### src/rtl/mem_rd_stream_if.sv
// Producer/consumer-facing signals of the message-memory read streamer.
// The slave modport is the streamer; the master modport is its environment.
interface mem_rd_stream_if #(
  parameter int ADDR_WIDTH = 4,
  parameter int DATA_WIDTH = 32
);
  logic                  push;
  logic [ADDR_WIDTH-1:0] wr_addr;
  logic                  full;
  logic [ADDR_WIDTH-1:0] rd_addr;
  logic [DATA_WIDTH-1:0] rd_data;
  logic                  out_valid;
  logic                  out_ready;
  logic [DATA_WIDTH-1:0] out_data;
  logic [ADDR_WIDTH:0]   count;
  logic                  flush;
  logic                  ovf;

  modport slave (
    input  push, rd_data, out_ready, flush,
    output wr_addr, full, rd_addr, out_valid, out_data, count, ovf
  );

  modport master (
    output push, rd_data, out_ready, flush,
    input  wr_addr, full, rd_addr, out_valid, out_data, count, ovf
  );
endinterface

### src/rtl/mem_rd_stream.sv
// Circular-buffer pointer owner for an async-read message memory; streams
// stored words out through a registered valid/ready output stage.
module mem_rd_stream #(
  parameter int ADDR_WIDTH = 4,
  parameter int DATA_WIDTH = 32
) (
  input  logic            clk,
  input  logic            rst_n,
  mem_rd_stream_if.slave  bus
);
  localparam logic [ADDR_WIDTH:0] DEPTH_CNT = (ADDR_WIDTH+1)'(2**ADDR_WIDTH);

  logic [ADDR_WIDTH-1:0] wr_ptr, rd_ptr;
  logic [ADDR_WIDTH:0]   count, count_next;
  logic                  out_valid, ovf;
  logic [DATA_WIDTH-1:0] out_data;
  logic                  full, push_acc, load;

  // Full looks only at the current count, so a push racing a load from a
  // full buffer is still dropped.
  assign full     = (count == DEPTH_CNT);
  assign push_acc = bus.push && !full;
  assign load     = (count != '0) && (!out_valid || bus.out_ready);

  always_comb begin
    count_next = count;
    case ({push_acc, load})
      2'b10:   count_next = count + 1'b1;
      2'b01:   count_next = count - 1'b1;
      default: count_next = count;
    endcase
  end

  always_ff @(posedge clk or negedge rst_n) begin
    if (!rst_n) begin
      wr_ptr    <= '0;
      rd_ptr    <= '0;
      count     <= '0;
      out_valid <= 1'b0;
      out_data  <= '0;
      ovf       <= 1'b0;
    end else if (bus.flush) begin
      // out_data deliberately keeps its last value across a flush
      wr_ptr    <= '0;
      rd_ptr    <= '0;
      count     <= '0;
      out_valid <= 1'b0;
      ovf       <= 1'b0;
    end else begin
      if (push_acc)           wr_ptr <= wr_ptr + 1'b1;
      if (bus.push && full)   ovf    <= 1'b1;
      if (load) begin
        out_data  <= bus.rd_data;
        out_valid <= 1'b1;
        rd_ptr    <= rd_ptr + 1'b1;
      end else if (out_valid && bus.out_ready) begin
        out_valid <= 1'b0;
      end
      count <= count_next;
    end
  end

  assign bus.wr_addr   = wr_ptr;
  assign bus.rd_addr   = rd_ptr;
  assign bus.full      = full;
  assign bus.count     = count;
  assign bus.out_valid = out_valid;
  assign bus.out_data  = out_data;
  assign bus.ovf       = ovf;
endmodule

### src/flat_wrapper.sv
// flat-port wrapper written by rule: the top's interface ports become plain ports
module mem_rd_stream_flat 
#(
  parameter int ADDR_WIDTH = 4,
  parameter int DATA_WIDTH = 32
)
  (clk, rst_n, bus_push, bus_rd_data, bus_out_ready, bus_flush, bus_wr_addr, bus_full, bus_rd_addr, bus_out_valid, bus_out_data, bus_count, bus_ovf);
  mem_rd_stream_if #(.ADDR_WIDTH(ADDR_WIDTH), .DATA_WIDTH(DATA_WIDTH)) bus_i ();
  input  logic clk;
  input  logic rst_n;
  input wire logic [$bits(bus_i.push)-1:0] bus_push;
  input wire logic [$bits(bus_i.rd_data)-1:0] bus_rd_data;
  input wire logic [$bits(bus_i.out_ready)-1:0] bus_out_ready;
  input wire logic [$bits(bus_i.flush)-1:0] bus_flush;
  output wire logic [$bits(bus_i.wr_addr)-1:0] bus_wr_addr;
  output wire logic [$bits(bus_i.full)-1:0] bus_full;
  output wire logic [$bits(bus_i.rd_addr)-1:0] bus_rd_addr;
  output wire logic [$bits(bus_i.out_valid)-1:0] bus_out_valid;
  output wire logic [$bits(bus_i.out_data)-1:0] bus_out_data;
  output wire logic [$bits(bus_i.count)-1:0] bus_count;
  output wire logic [$bits(bus_i.ovf)-1:0] bus_ovf;
  assign bus_i.push = bus_push;
  assign bus_i.rd_data = bus_rd_data;
  assign bus_i.out_ready = bus_out_ready;
  assign bus_i.flush = bus_flush;
  assign bus_wr_addr = bus_i.wr_addr;
  assign bus_full = bus_i.full;
  assign bus_rd_addr = bus_i.rd_addr;
  assign bus_out_valid = bus_i.out_valid;
  assign bus_out_data = bus_i.out_data;
  assign bus_count = bus_i.count;
  assign bus_ovf = bus_i.ovf;
  mem_rd_stream #(.ADDR_WIDTH(ADDR_WIDTH), .DATA_WIDTH(DATA_WIDTH)) u_core (.clk(clk), .rst_n(rst_n), .bus(bus_i));
endmodule
### config.mk
export PLATFORM = sky130hd
export DESIGN_NAME = mem_rd_stream_flat
export DESIGN_NICKNAME = d
export VERILOG_FILES = /design/src/rtl/mem_rd_stream_if.sv /design/src/rtl/mem_rd_stream.sv /design/src/flat_wrapper.sv
export SDC_FILE = /design/constraint.sdc
export NUM_CORES = 1
export LEC_CHECK = 0
export ABC_AREA = 1
export CORE_ASPECT_RATIO = 1.1
export CORE_MARGIN = 8
export CORE_UTILIZATION = 39
export DETAILED_ROUTE_END_ITERATION = 10
export MAX_ROUTING_LAYER = met4
export PLACE_DENSITY = 0.76
export SYNTH_ARGS = -nofsm -noshare
export SYNTH_HDL_FRONTEND = slang
export SYNTH_SLANG_ARGS = --single-unit
### constraint.sdc
create_clock -name clk -period 1.7 [get_ports clk]
set_input_delay 0.17 -clock clk [delete_from_list [all_inputs] [get_ports clk]]
set_output_delay 0.17 -clock clk [all_outputs]
set_load 0.005 [all_outputs]
==> impl_metrics.env, run 1 <==
export IMPL_yosysTopAreaCell="dfrtp_1"
export IMPL_synth_area_mm2=0.00218
export IMPL_tightest_slew_ns=0.617
export IMPL_vias_per_cell=4.54
export IMPL_finalCritPeriodShare=1.02
export IMPL_syn_avg_cell_area_um2=8.60
export IMPL_ys_ff_latch=47
export IMPL_met1_length_mm=2.47
export IMPL_setup_slack_ns=-0.0391
export IMPL_grt_usage=0.148
export IMPL_grt_antenna_before_repair=0
export IMPL_required_ns=1.89
export IMPL_synth_top_area_share=0.538
export IMPL_clk_pin_slew_ns=0.09
export IMPL_crit_type="reg2reg"
export IMPL_gp_congestion=0.904
export IMPL_seqPwrFrac=0.332
export IMPL_rows=28
export IMPL_crit_path_start_kind="register"
export IMPL_fin_crit_ns=1.74
export IMPL_grt_pass1_vias=2078
export IMPL_hold_viol=0
export IMPL_p_leak_nw=1.67
export IMPL_ys_types=25
export IMPL_io_pins=85
export IMPL_internal_power_w=0.00357
export IMPL_die_y_um=94.5
export IMPL_synthCells=254
export IMPL_grt_max_degree=29
export IMPL_switching_share=0.370
export IMPL_r2r_end="u_core.bus.count[4]"
export IMPL_numCtsBuffers=5
export IMPL_violations="negative setup slack"
export IMPL_clkSinkCount=47
export IMPL_grt_pass1_wl_mm=9.30
export IMPL_htree_levels=2
export IMPL_dieArea_mm2=0.00826
export IMPL_rsz0062_at_grt="true"
export IMPL_p_sw_w=0.00210
export IMPL_route_met2_wl_mm=2.78
export IMPL_ys_flop_type="dfrtp_1"
export IMPL_crit_fanout=3
export IMPL_die_x_um=87.4
export IMPL_whs_path_depth=3
export IMPL_r2r_start="u_core.bus.count[2]"
export IMPL_grt_overflow_total=0
export IMPL_finalWirelength_mm=5.73
export IMPL_power_density_mw_per_mm2=1640
export IMPL_core_mm2=0.00540
export IMPL_first_pass_iters=4
export IMPL_holdPathEnd="u_core.bus.out_data[9]"
export IMPL_fin_setup_tns_ns=-0.0721
export IMPL_drive_above_1_share=0.179
export IMPL_wl_met3_um=452
export IMPL_yosys_warnings=0
export IMPL_fmax_mhz=575
export IMPL_synthTopCellsByArea="dfrtp_1, nand2_1, inv_1, ha_1, nand3_2"
export IMPL_dp_hpwl_mm=4.37
export IMPL_drv_cap=0
export IMPL_final_area_mm2=0.00345
export IMPL_synth_most_common_cell="nand2_1"
export IMPL_cts_root_buf="clkbuf_8"
export IMPL_drt_iter0_markers=31
export IMPL_num_fill_cells=507
export IMPL_crit_arrival_ns=1.93
export IMPL_portBuffers=84
export IMPL_status="finished with violations"
export IMPL_synth_common_cells="nand2_1, dfrtp_1, inv_1, nand3_1, nor2_1"
export IMPL_finalClockSkew_ns=0.00569
export IMPL_comb_power_share=0.553
export IMPL_synth_edf_count=0
export IMPL_synth_seq_area_share=0.538
export IMPL_ff2ff_path_depth=15
export IMPL_slew_headroom=0.589
export IMPL_slew_violations=0
export IMPL_ir_drop_uv=977
export IMPL_setup_viol=2
export IMPL_synthArstFlopShare=1.00
export IMPL_postRouteAntennaNets=0
export IMPL_wire_per_inst_um=13.1
export IMPL_tritoncts="built"
export IMPL_placed_area_mm2=0.00326
export IMPL_nNetsFinal=403
export IMPL_routed_top_layer="met4"
export IMPL_worstHoldStart="bus_rd_data[9]"
export IMPL_syn2layout_area_growth_pct=58.1
export IMPL_antenna_cells=0
export IMPL_cts_path_max_buffers=2
export IMPL_worstSetupEndpointType="register"
export IMPL_clock_latency_ns=0.29
export IMPL_start_util=0.405
export IMPL_pwr_share_clk=0.115
export IMPL_drc=0
export IMPL_crit_start="u_core.bus.count[2]"
export IMPL_synth_nets=295
export IMPL_via_count=1987
export IMPL_r2r_setup_slack_ns=-0.04
export IMPL_worstHoldPathType="in2reg"
-- kinds of logic (layout without fill, tap and decap cells) --
logic type / after synthesis / count (layout) / share of synthesized area
adder cells (fa/ha/maj): 4 / 4 / 0.0229
XOR/XNOR: 3 / 3 / 0.0120
flip-flops: 47 / 47 / 0.538
AO/OA/AOI/OAI: 16 / 16 / 0.0384
buffers and inverters: 28 / 137 / 0.0636
AND/OR/NAND/NOR: 156 / 156 / 0.325
-- state kept, by name, indices dropped and copies added (netlist names) --
register,count
u_core.bus.out_data,32
u_core.bus.ovf,1
u_core.bus.rd_addr,4
u_core.bus.count,5
u_core.bus.wr_addr,4
u_core.bus.out_valid,1
-- per-layer routing --
layer | up-vias | global-route usage
met3 | 2 | 0.0617
li1 | 992 | -
met1 | 933 | 0.163
met2 | 60 | 0.241
met5 | - | -
met4 | 0 | 0.0344
-- power by group through the flow --
stage | Sequential [W] | Combinational (W) | Clock, W
after floorplan | 0.00195 | 0.00128 | 0
after global placement | 0.00187 | 0.00289 | 0
after detailed placement | 0.00188 | 0.00295 | 0
after CTS | 0.00188 | 0.00307 | 0.000681
after global routing | 0.00194 | 0.00346 | 0.000721
final | 0.00188 | 0.00314 | 0.000650
-- through the flow --
step                utilization  worst slack [ns]  hold slack [ns]  std cells  power (W)
floorplan                     -           -0.0475           -0.126        254    0.00323
global placement          0.605           -0.0699            0.229        424    0.00477
detailed placement        0.605            -0.142            0.221        424    0.00483
CTS                       0.631           -0.0327            0.388        436    0.00563
global route              0.640            -0.124            0.399        438    0.00612
finish                    0.640           -0.0391            0.399        438    0.00567
-- how the worst max path moves through the flow --
| stage | end | depth (start not counted) |
|---|---|---|
| 5_1_grt | u_core.bus.count[4] | 15 |
| 3_5_place_dp | u_core.bus.count[4] | 17 |
| 3_3_place_gp | u_core.bus.count[4] | 17 |
| 4_1_cts | u_core.bus.count[4] | 15 |
| 6_report | u_core.bus.count[4] | 15 |
| 2_1_floorplan | u_core.bus.count[4] | 15 |
-- area by class of cell --
type,count,area (µm²),share of cell area
flip-flops and latches,47,1180,0.341
clock buffers,5,68.8,0.0199
repair buffers,109,1050,0.305
inverters,20,87.6,0.0254
well taps,75,93.8,0.0272
multi-input cells,179,952,0.276
clock inverters,3,20.0,0.00580
-- cells in the final DEF (no fill, tap or decap) --
master           Yosys  routed
nand2_2              6       9
clkdlybuf4s50_1      0      82
dlygate4sd2_1        0       1
clkinvlp_4           0       2
buf_12               1       2
clkinv_2             0       1
o21ai_1              3       3
inv_6                2       1
nand3_4              0       3
o21bai_1             1       1
clkbuf_8             0       5
buf_2                6       1
dfrtp_2              0       1
nand2_4              3       1
inv_2                3       6
nor2_1               8       8
xor2_1               3       3
nand3_1              9       9
dfrtp_1             47      46
nand3_2              5       2
nand2_1            118     115
dlygate4sd3_1        0       1
nand3b_1             1       1
inv_8                0       1
o22ai_1              1       1
nor2_8               1       1
o21ai_0              7       7
buf_4                0      21
a21oi_1              4       4
buf_6                0       1
ha_4                 0       2
inv_1               15      12
nand2_8              1       3
ha_1                 4       2
nor2_4               0       2
nor3_1               2       2
-- critical path, cell delays in order, from the launching register on --
cell	delay, ns
dfrtp_1	0.42
nor2_4	0.18
nand3_4	0.12
nand2_8	0.13
inv_8	0.04
nand2_4	0.05
nand2_2	0.06
nand2_2	0.06
inv_2	0.05
ha_4	0.15
inv_2	0.04
nand2_2	0.06
nand3_2	0.06
nand3b_1	0.07
nand3_1	0.07
nand2_1	0.06
-- what timing repair did --
action / CTS / global route
hold endpoints to repair: 25 / 0
buffers inserted: 3 / 2
hold buffers: 1 / 0
setup endpoints to repair: 3 / 32
gates resized for setup: 5 / 8
pin swaps: 10 / 14
Note: power is estimated with default switching activity, not from simulation.
==> inputs of run 2 (changes only) <==
- GPL_ROUTABILITY_DRIVEN: default -> 0
==> results of run 2 <==
The final DEF is identical to that of run 1; final timing and power are the same.
==> inputs of run 3 (changes only) <==
- SKIP_CTS_REPAIR_TIMING: default -> 1
==> impl_metrics.env, run 3 (synthesis gave the netlist of run 1 again) <==
export IMPL_hold_viol=0
export IMPL_top_regs="u_core.bus.out_data: 32 flops, u_core.bus.count: 5 flops"
export IMPL_violations="negative setup slack"
export IMPL_finalCritPeriodShare=1.03
export IMPL_met1_usage=0.162
export IMPL_drive_above_1_share=0.171
export IMPL_dieArea_mm2=0.00826
export IMPL_syn2layout_area_growth_pct=56.5
export IMPL_final_area_mm2=0.00342
export IMPL_grt_max_degree=29
export IMPL_p_sw_w=0.00204
export IMPL_grtUsageMet3=0.0608
export IMPL_worstHoldStart="bus_rd_data[9]"
export IMPL_slew_violations=0
export IMPL_power_density_mw_per_mm2=1630
export IMPL_crit_type="reg2reg"
export IMPL_setup_viol=2
export IMPL_finalWirelength_mm=5.64
export IMPL_crit_fanout=3
export IMPL_final_common_cell="nand2_1"
export IMPL_top_register="u_core.bus.out_data"
export IMPL_grt_pass1_wl_mm=9.14
export IMPL_grt_usage=0.145
export IMPL_switching_share=0.367
export IMPL_clock_latency_ns=0.29
export IMPL_largest_reg_flops=32
export IMPL_crit_path_start_kind="register"
export IMPL_numCtsBuffers=5
export IMPL_use_met2=0.234
export IMPL_crit_arrival_ns=1.94
export IMPL_worstSetupEndpointType="register"
export IMPL_start_util=0.405
export IMPL_mostFrequentLayoutCells="nand2_1, clkdlybuf4s50_1, dfrtp_1"
export IMPL_dp_hpwl_mm=4.37
export IMPL_crit_chain="nor2_4 -> nand3_2 -> nand2_4 -> inv_6 -> nand2_4 -> nand2_2 -> nand2_2 -> inv_2 -> ha_4 -> inv_2 -> nand2_2 -> nand3_2 -> nand3b_1 -> nand3_1 -> nand2_1"
export IMPL_cpMaxStageDelayCell="dfrtp_1"
export IMPL_internal_power_w=0.00352
export IMPL_drc=0
export IMPL_rsz0062_at_grt="true"
export IMPL_tritoncts="built"
export IMPL_r2r_start="u_core.bus.count[2]"
export IMPL_nNetsFinal=402
export IMPL_io_pins=85
export IMPL_drt_iter0_markers=31
export IMPL_num_fill_cells=507
export IMPL_setup_slack_ns=-0.0562
export IMPL_comb_power_share=0.545
export IMPL_grt_overflow_total=0
export IMPL_drv_cap=0
export IMPL_via_count=1956
export IMPL_fmax_mhz=569
export IMPL_cpMostUsedCell="nand2_2"
export IMPL_crit_start="u_core.bus.count[2]"
export IMPL_htree_levels=2
export IMPL_fin_setup_tns_ns=-0.0684
export IMPL_pwr_share_clk=0.117
export IMPL_wire_per_inst_um=12.9
export IMPL_antenna_cells=0
export IMPL_placed_area_mm2=0.00326
export IMPL_core_mm2=0.00540
export IMPL_die_x_um=87.4
export IMPL_clkSinkCount=47
export IMPL_cts_path_max_buffers=2
export IMPL_tightest_slew_ns=0.604
export IMPL_seqPwrFrac=0.338
export IMPL_max_stage_delay_ns=0.42
export IMPL_rows=28
export IMPL_die_y_um=94.5
export IMPL_required_ns=1.89
export IMPL_top_usage_layer="met2"
export IMPL_grt_antenna_before_repair=0
export IMPL_ir_drop_uv=977
export IMPL_fin_crit_ns=1.76
export IMPL_clk_pin_slew_ns=0.09
export IMPL_vias_per_cell=4.48
export IMPL_p_leak_nw=1.68
export IMPL_finalClockSkew_ns=0.00563
export IMPL_postRouteAntennaNets=0
export IMPL_cts_root_buf="clkbuf_8"
export IMPL_slew_headroom=0.597
export IMPL_grt_pass1_vias=2043
export IMPL_status="finished with violations"
export IMPL_first_pass_iters=4
export IMPL_worstHoldPathType="in2reg"
export IMPL_portBuffers=84
[run 3: metrics by stage]
step	util	instances	power (W)	setup WS, ns	hold slack [ns]
after floorplan	-	254	0.00323	-0.0475	-0.126
after global placement	0.605	424	0.00477	-0.0699	0.229
final	0.634	437	0.00556	-0.0562	0.399
after CTS	0.621	432	0.00552	-0.0669	-0.110
after detailed placement	0.605	424	0.00483	-0.142	0.221
after global routing	0.634	437	0.00601	-0.130	0.399
[run 3: metal layers]
| layer | vias to the layer above | share of wire |
|---|---|---|
| met5 | - | 0 |
| met4 | 0 | 0.0041 |
| met3 | 2 | 0.081 |
| met2 | 60 | 0.48 |
| met1 | 904 | 0.43 |
| li1 | 990 | - |
[run 3: layout make-up]
type	count	area (µm²)	share of cell area
clock inverters	3	20.0	0.00585
clock buffers	5	68.8	0.0201
inverters	20	85.1	0.0249
flip-flops and latches	47	1180	0.344
multi-input cells	179	925	0.270
well taps	75	93.8	0.0274
repair buffers	108	1050	0.307
[run 3: power groups by stage]
stage	combinational, W	clock [W]	sequential [W]
global placement	0.00289	0	0.00187
floorplan	0.00128	0	0.00195
detailed placement	0.00295	0	0.00188
CTS	0.00297	0.000681	0.00187
finish	0.00303	0.000649	0.00188
global route	0.00335	0.000721	0.00194
[run 3: worst paths after layout]
path,depth (start not counted),to,slack (ns)
min in group asynchronous,2,u_core.bus.out_data[13],0.41
max in group asynchronous,3,u_core.bus.out_data[1],0.74
min,3,u_core.bus.out_data[9],0.40
max reg2reg,15,u_core.bus.count[4],-0.06
min reg2reg,2,u_core.bus.out_data[25],0.48
max,15,u_core.bus.count[4],-0.06
[run 3: critical path: cells and delay by family (launching register included)]
family        cells  cell delay (ns)
flops             1             0.42
fa+ha+maj         1             0.15
simple gates     11             0.95
buf+inv           3             0.14
